$ cat config.mk
export PLATFORM = sky130hd
export DESIGN_NAME = axi_wr_arbiter
export DESIGN_NICKNAME = d
export VERILOG_FILES = /design/src/rtl/axi_wr_arbiter.sv
export SDC_FILE = /design/constraint.sdc
export NUM_CORES = 1
export LEC_CHECK = 0
export CAP_MARGIN = 40
export CORE_AREA = 2 2 232 234
export CTS_CLUSTER_DIAMETER = 40
export DETAILED_ROUTE_END_ITERATION = 7
export DIE_AREA = 0 0 234 236
export PLACE_DENSITY_LB_ADDON = 0.25
export SYNTH_ARGS = -nofsm -noshare
export SYNTH_HDL_FRONTEND = slang
export SYNTH_SLANG_ARGS = --single-unit
$ cat constraint.sdc
create_clock -name M_AXI_ACLK -period 2.3 [get_ports M_AXI_ACLK]
set_clock_uncertainty 0.15 [all_clocks]
set_input_delay 0.23 -clock M_AXI_ACLK [delete_from_list [all_inputs] [get_ports M_AXI_ACLK]]
set_output_delay 0.23 -clock M_AXI_ACLK [all_outputs]
set_load 0.02 [all_outputs]
$ cat src/rtl/axi_wr_arbiter.sv
// Two-requester AXI4 write arbiter; one burst in flight on the shared master port.
// Define AXI_WR_ARB_RR_EN for round-robin arbitration, otherwise S0 has fixed priority.
module axi_wr_arbiter #(
    parameter int C_M_AXI_ADDR_WIDTH = 32,
    parameter int C_M_AXI_DATA_WIDTH = 128
) (
    input  logic                            M_AXI_ACLK,
    input  logic                            M_AXI_ARESETN,
    // requester 0
    input  logic [C_M_AXI_ADDR_WIDTH-1:0]   S0_AXI_AWADDR,
    input  logic [7:0]                      S0_AXI_AWLEN,
    input  logic [2:0]                      S0_AXI_AWSIZE,
    input  logic [1:0]                      S0_AXI_AWBURST,
    input  logic                            S0_AXI_AWVALID,
    output logic                            S0_AXI_AWREADY,
    input  logic [C_M_AXI_DATA_WIDTH-1:0]   S0_AXI_WDATA,
    input  logic [C_M_AXI_DATA_WIDTH/8-1:0] S0_AXI_WSTRB,
    input  logic                            S0_AXI_WLAST,
    input  logic                            S0_AXI_WVALID,
    output logic                            S0_AXI_WREADY,
    output logic [1:0]                      S0_AXI_BRESP,
    output logic                            S0_AXI_BVALID,
    input  logic                            S0_AXI_BREADY,
    // requester 1
    input  logic [C_M_AXI_ADDR_WIDTH-1:0]   S1_AXI_AWADDR,
    input  logic [7:0]                      S1_AXI_AWLEN,
    input  logic [2:0]                      S1_AXI_AWSIZE,
    input  logic [1:0]                      S1_AXI_AWBURST,
    input  logic                            S1_AXI_AWVALID,
    output logic                            S1_AXI_AWREADY,
    input  logic [C_M_AXI_DATA_WIDTH-1:0]   S1_AXI_WDATA,
    input  logic [C_M_AXI_DATA_WIDTH/8-1:0] S1_AXI_WSTRB,
    input  logic                            S1_AXI_WLAST,
    input  logic                            S1_AXI_WVALID,
    output logic                            S1_AXI_WREADY,
    output logic [1:0]                      S1_AXI_BRESP,
    output logic                            S1_AXI_BVALID,
    input  logic                            S1_AXI_BREADY,
    // shared master port
    output logic                            M_AXI_AWID,
    output logic [C_M_AXI_ADDR_WIDTH-1:0]   M_AXI_AWADDR,
    output logic [7:0]                      M_AXI_AWLEN,
    output logic [2:0]                      M_AXI_AWSIZE,
    output logic [1:0]                      M_AXI_AWBURST,
    output logic                            M_AXI_AWVALID,
    input  logic                            M_AXI_AWREADY,
    output logic [C_M_AXI_DATA_WIDTH-1:0]   M_AXI_WDATA,
    output logic [C_M_AXI_DATA_WIDTH/8-1:0] M_AXI_WSTRB,
    output logic                            M_AXI_WLAST,
    output logic                            M_AXI_WVALID,
    input  logic                            M_AXI_WREADY,
    input  logic [1:0]                      M_AXI_BRESP,
    input  logic                            M_AXI_BVALID,
    output logic                            M_AXI_BREADY,
    output logic [1:0]                      GRANT,
    output logic                            ARB_ERR
);
    typedef enum logic [1:0] {IDLE, ADDR, DATA, RESP} state_t;

    state_t                          r_state;
    logic                            r_sel;
    logic [7:0]                      r_beat;
    logic [1:0]                      r_grant;
    logic                            r_err;
    logic                            r_awvalid;
    logic                            r_awid;
    logic [C_M_AXI_ADDR_WIDTH-1:0]   r_awaddr;
    logic [7:0]                      r_awlen;
    logic [2:0]                      r_awsize;
    logic [1:0]                      r_awburst;

    logic w_any_req, w_win, w_aw_take, w_in_data, w_in_resp, w_w_hs, w_b_hs;

    assign w_any_req = S0_AXI_AWVALID | S1_AXI_AWVALID;

`ifdef AXI_WR_ARB_RR_EN
    // r_rr_ptr names the requester that wins the next tie
    logic r_rr_ptr;
    assign w_win = (S0_AXI_AWVALID & S1_AXI_AWVALID) ? r_rr_ptr : S1_AXI_AWVALID;

    always_ff @(posedge M_AXI_ACLK) begin
        if (!M_AXI_ARESETN)
            r_rr_ptr <= 1'b0;
        else if (w_aw_take)
            r_rr_ptr <= ~w_win;
    end
`else
    assign w_win = ~S0_AXI_AWVALID;
`endif

    // AWREADY is the grant itself, so it must be combinational and masked during reset
    assign w_aw_take      = M_AXI_ARESETN & (r_state == IDLE) & w_any_req;
    assign S0_AXI_AWREADY = w_aw_take & ~w_win;
    assign S1_AXI_AWREADY = w_aw_take & w_win;

    assign w_in_data = (r_state == DATA);
    assign w_in_resp = (r_state == RESP);

    assign M_AXI_WDATA    = r_sel ? S1_AXI_WDATA : S0_AXI_WDATA;
    assign M_AXI_WSTRB    = r_sel ? S1_AXI_WSTRB : S0_AXI_WSTRB;
    assign M_AXI_WLAST    = w_in_data & (r_sel ? S1_AXI_WLAST : S0_AXI_WLAST);
    assign M_AXI_WVALID   = w_in_data & (r_sel ? S1_AXI_WVALID : S0_AXI_WVALID);
    assign S0_AXI_WREADY  = w_in_data & ~r_sel & M_AXI_WREADY;
    assign S1_AXI_WREADY  = w_in_data & r_sel & M_AXI_WREADY;
    assign w_w_hs         = M_AXI_WVALID & M_AXI_WREADY;

    assign M_AXI_BREADY   = w_in_resp & (r_sel ? S1_AXI_BREADY : S0_AXI_BREADY);
    assign S0_AXI_BVALID  = w_in_resp & ~r_sel & M_AXI_BVALID;
    assign S1_AXI_BVALID  = w_in_resp & r_sel & M_AXI_BVALID;
    assign S0_AXI_BRESP   = M_AXI_BRESP;
    assign S1_AXI_BRESP   = M_AXI_BRESP;
    assign w_b_hs         = M_AXI_BVALID & M_AXI_BREADY;

    assign M_AXI_AWID     = r_awid;
    assign M_AXI_AWADDR   = r_awaddr;
    assign M_AXI_AWLEN    = r_awlen;
    assign M_AXI_AWSIZE   = r_awsize;
    assign M_AXI_AWBURST  = r_awburst;
    assign M_AXI_AWVALID  = r_awvalid;
    assign GRANT          = r_grant;
    assign ARB_ERR        = r_err;

    always_ff @(posedge M_AXI_ACLK) begin
        if (!M_AXI_ARESETN) begin
            r_state   <= IDLE;
            r_sel     <= 1'b0;
            r_beat    <= '0;
            r_grant   <= 2'b00;
            r_err     <= 1'b0;
            r_awvalid <= 1'b0;
            r_awid    <= 1'b0;
            r_awaddr  <= '0;
            r_awlen   <= '0;
            r_awsize  <= '0;
            r_awburst <= '0;
        end else begin
            case (r_state)
                IDLE: if (w_any_req) begin
                    r_sel     <= w_win;
                    r_awid    <= w_win;
                    r_grant   <= w_win ? 2'b10 : 2'b01;
                    r_awaddr  <= w_win ? S1_AXI_AWADDR  : S0_AXI_AWADDR;
                    r_awlen   <= w_win ? S1_AXI_AWLEN   : S0_AXI_AWLEN;
                    r_awsize  <= w_win ? S1_AXI_AWSIZE  : S0_AXI_AWSIZE;
                    r_awburst <= w_win ? S1_AXI_AWBURST : S0_AXI_AWBURST;
                    r_awvalid <= 1'b1;
                    r_state   <= ADDR;
                end
                ADDR: if (M_AXI_AWREADY) begin
                    r_awvalid <= 1'b0;
                    r_beat    <= '0;
                    r_state   <= DATA;
                end
                // the beat count, not WLAST, closes the burst; a disagreeing WLAST is flagged
                DATA: if (w_w_hs) begin
                    if (r_beat == r_awlen) begin
                        r_state <= RESP;
                        if (!M_AXI_WLAST) r_err <= 1'b1;
                    end else begin
                        r_beat <= r_beat + 8'd1;
                        if (M_AXI_WLAST) r_err <= 1'b1;
                    end
                end
                RESP: if (w_b_hs) begin
                    r_grant <= 2'b00;
                    r_state <= IDLE;
                end
                default: r_state <= IDLE;
            endcase
        end
    end
endmodule

==> flow_metrics.py <==
metrics = {
    "clock_tree": {
        "hold_buffers": 0,
        "worst_skew_pair.late_latency_ps": 350,
        "cts.path.max_buffers": 2,
        "cts.htree.levels": 3,
        "register_clock_pin_slew_on_the_reported_worst_setup_and_hold_paths_ps": 60,
        "clock-root-buffer": "clkbuf_16",
        "cts_made_buffers": 9,
        "cts_tree": "done",
        "tritoncts_num_sinks": 60,
    },
    "detailed_routing": {
        "drtAntennaViolNets": 0,
        "drtIter0Drc": 139,
        "post_drt_wl_per_cell_um": 23.5,
        "wirelength_routed_um": 42400,
        "detail_route.drc_violations": 0,
        "vias_per_cell": 3.49,
        "first_pass_iters": 4,
        "routed-via-count": 6286,
    },
    "timing": {
        "setup_viol": 0,
        "fmax_mhz": 446,
        "unrepaired_setup_endpoints_after_global_routing": "false",
        "worst_relative_slew_slack_pct": 72.4,
        "hold_viol_final": 0,
        "timing.final.crit_period_ps": 2240,
        "final_min_period_over_clock_period_pct": 97.5,
        "post-route-worst-setup-slack_ps": 58.5,
        "worst_margin_pin_slew_ps": 410,
        "setup-tns-final_ps": 0,
        "timing.final.max_slew_violations": 0,
    },
    "status": {
        "outcome": "finished, final reports clean",
    },
    "place": {
        "port_buffers": 593,
        "dpl-instance-area_sq_um": 11600,
        "pre_cts_slack_ps": 104,
        "place_congestion": 0.824,
        "dpl.hpwl_um": 37700,
    },
    "min_path": {
        "hold_sp": "S0_AXI_AWVALID",
        "class_of_the_worst_hold_path": "input pin to flip-flop",
        "worst_hold_path.endpoint": "GRANT[1]$_SDFFE_PN0P_",
        "whs_path_depth": 3,
    },
    "global_routing": {
        "grt_start_max_net_pins": 48,
        "grt_antenna_before_repair": 41,
        "first_global_vias": 6358,
        "grt_remaining_overflow": 0,
        "groute.usage.overall_pct": 14.5,
        "wire_length_of_the_first_global_routing_pass_um": 53400,
    },
    "synth": {
        "synth_area_per_cell_sq_um": 9.54,
        "post_syn_nets": 891,
        "post_synth_num_cell_types": 38,
        "synth_xor_xnor_area_share_pct": 1.68,
        "synth_simple_gate_area_share_pct": 9.58,
        "synth_mux_area_share_pct": 45.6,
        "synth-compound-area-share_pct": 11.4,
        "main_combinational_cell_family_by_area_after_synthesis": "multiplexers",
        "synth_cells": 493,
        "synth_seq_cells": 60,
        "synth-adder-area-share_pct": 1.33,
        "synth_seq_area_share_pct": 25.5,
        "synth.cell_area_sq_um": 4700,
        "yosys_warnings": 0,
    },
    "floorplan": {
        "floorplan.initialDensity_pct": 8.86,
        "floorplan.rows": 85,
        "ioPinCount": 600,
        "fp.dieW_um": 234,
        "fp.coreArea_sq_um": 53100,
        "die_area_sq_um": 55200,
        "die-height_um": 236,
    },
    "setup_path": {
        "path_type_of_the_worst_setup_path": "flip-flop to primary output",
        "rr_endpoint": "r_beat[7]$_SDFFE_PN0P_",
        "worst_setup_path_start_kind": "flip-flop",
        "worst-endpoint-required_ps": 1920,
        "worst_r2r_startpoint": "r_state[0]$_SDFFE_PN0P_",
        "worst_setup_path_end_kind": "primary output",
        "rrSetupSlack_ps": 200,
        "worst-r2r-cell-count": 7,
        "worstPathArrival_ps": 1860,
        "worst-path-max-fanout": 15,
    },
    "final_layout": {
        "seq_area_sq_um": 1200,
        "most-common-layout-cells": "clkdlybuf4s50_1, mux2_2, dlygate4sd2_1",
        "layout_area_growth_over_synthesis_pct": 155,
        "fin_nets": 1485,
        "drive_above_1_share_pct": 20.4,
        "post_route_design_area_sq_um": 12000,
        "area_occupied_by_multi_input_gates_sq_um": 3290,
        "leading_cell_type_in_the_layout_fill_and_taps_excluded": "clkdlybuf4s50_1",
        "post-route-util_pct": 22.6,
        "fill_cells": 5861,
    },
    "pwr": {
        "static_leakage_nw": 4.78,
        "post-layout-total-power_mw": 9.32,
        "power_density_nw_per_um2": 778,
        "vdd.ir_drop.worst_mv": 0.377,
    },
    "flow_run": {
        "timing.max_cap.violations": 0,
    },
}
## cells in the mapped netlist (all sizes together)
library cell / count / area (sq um)
o21a: 1 / 7.51
a221oi: 1 / 15.0
buf: 24 / 130
nor3: 4 / 31.3
a211oi: 45 / 338
nand2: 14 / 52.6
xnor2: 9 / 78.8
ha: 5 / 62.6
mux2i: 52 / 524
o21ai: 7 / 38.8
mux2: 144 / 1620
or4: 2 / 15.0
o41ai: 3 / 26.3
nor2b: 3 / 18.8
clkbuf: 20 / 75.1
o2111ai: 2 / 17.5
nand2b: 2 / 12.5
nand3: 7 / 35.0
a21oi: 4 / 20.0
inv: 6 / 22.5
nor4: 1 / 6.26
nor3b: 1 / 7.51
a31oi: 2 / 12.5
nor2: 59 / 221
a41o: 1 / 10.0
and3: 2 / 12.5
o22ai: 1 / 6.26
o211ai: 4 / 30.0
and2: 2 / 12.5
or3: 2 / 12.5
nand4: 2 / 12.5
dfxtp: 60 / 1200
a2111oi: 1 / 15.0
## power by group
part	switching, mW	internal [mW]
logic	3.18	3.16
registers	0.252	1.36
clock network	0.511	0.852
total	3.94	5.37
## repair_timing
action | 4_1_cts | 5_1_grt
pin swaps | 0 | 0
setup buffers | 0 | 5
cloned | 1 | 1
resized for setup | 108 | 41
endpoints found under the setup margin | 110 | 40
hold endpoints to repair | 0 | 0
## per-layer routing
| metal | track usage, % | share of wire, % | vias up |
|---|---|---|---|
| li1 | - | - | 3030 |
| met1 | 13.6 | 34 | 2823 |
| met2 | 27.8 | 55 | 358 |
| met4 | 6.67 | 2.6 | 8 |
| met5 | 0 | 0.13 | - |
| met3 | 4.74 | 8.3 | 67 |
## layout make-up
| type | instances | area share (%) |
|---|---|---|
| well taps | 696 | 7.27 |
| diodes | 16 | 0.334 |
| repair buffers | 627 | 52.3 |
| clock buffers | 11 | 2.03 |
| flip-flops and latches | 60 | 10.1 |
| multi-input cells | 383 | 27.5 |
| clock inverters | 3 | 0.334 |
| inverters | 6 | 0.188 |
## flip-flops by register name, indices dropped and copies added, names as in the netlist
signal / flops
M_AXI_AWADDR: 32
GRANT: 2
M_AXI_AWSIZE: 3
r_state: 2
M_AXI_AWID: 1
M_AXI_AWBURST: 2
M_AXI_AWLEN: 8
r_beat: 8
ARB_ERR: 1
M_AXI_AWVALID: 1
## how the worst max path moves through the flow
| stage | start | end | slack [ps] | cells after the start |
|---|---|---|---|---|
| finish | M_AXI_AWID$_SDFFE_PN0P_ | M_AXI_WDATA[107] | 60 | 3 |
| global route | r_state[1]$_SDFFE_PN0P_ | S0_AXI_BVALID | 0.2 | 4 |
| CTS | M_AXI_AWID$_SDFFE_PN0P_ | M_AXI_WDATA[18] | -30 | 3 |
| detailed placement | r_state[0]$_SDFFE_PN0P_ | r_beat[7]$_SDFFE_PN0P_ | 100 | 7 |
| global placement | r_state[0]$_SDFFE_PN0P_ | r_beat[7]$_SDFFE_PN0P_ | 120 | 7 |
| floorplan | M_AXI_AWID$_SDFFE_PN0P_ | M_AXI_WSTRB[10] | 320 | 4 |
## stage by stage
step,hold slack [ps],std cells
6_report,160,1802
2_1_floorplan,314,493
3_3_place_gp,297,1765
3_5_place_dp,305,1765
5_1_grt,208,1794
4_1_cts,153,1780
## worst max-delay path, cell delays in order (launching register included)
cell	delay, ps
dfxtp_4	440
buf_12	180
mux2_2	340
clkdlybuf4s50_1	540
## kinds of logic (layout without fill, tap and decap cells)
group	after synthesis	in the layout
muxes	196	196
and+or+nand+nor	101	101
AOI/OAI and AO/OA	72	72
DFF	60	60
buffers and inverters	50	647
xor gates and xnor gates	9	9
adders and majority gates	5	5
other	0	16
Note: power is estimated with default switching activity, not from simulation.
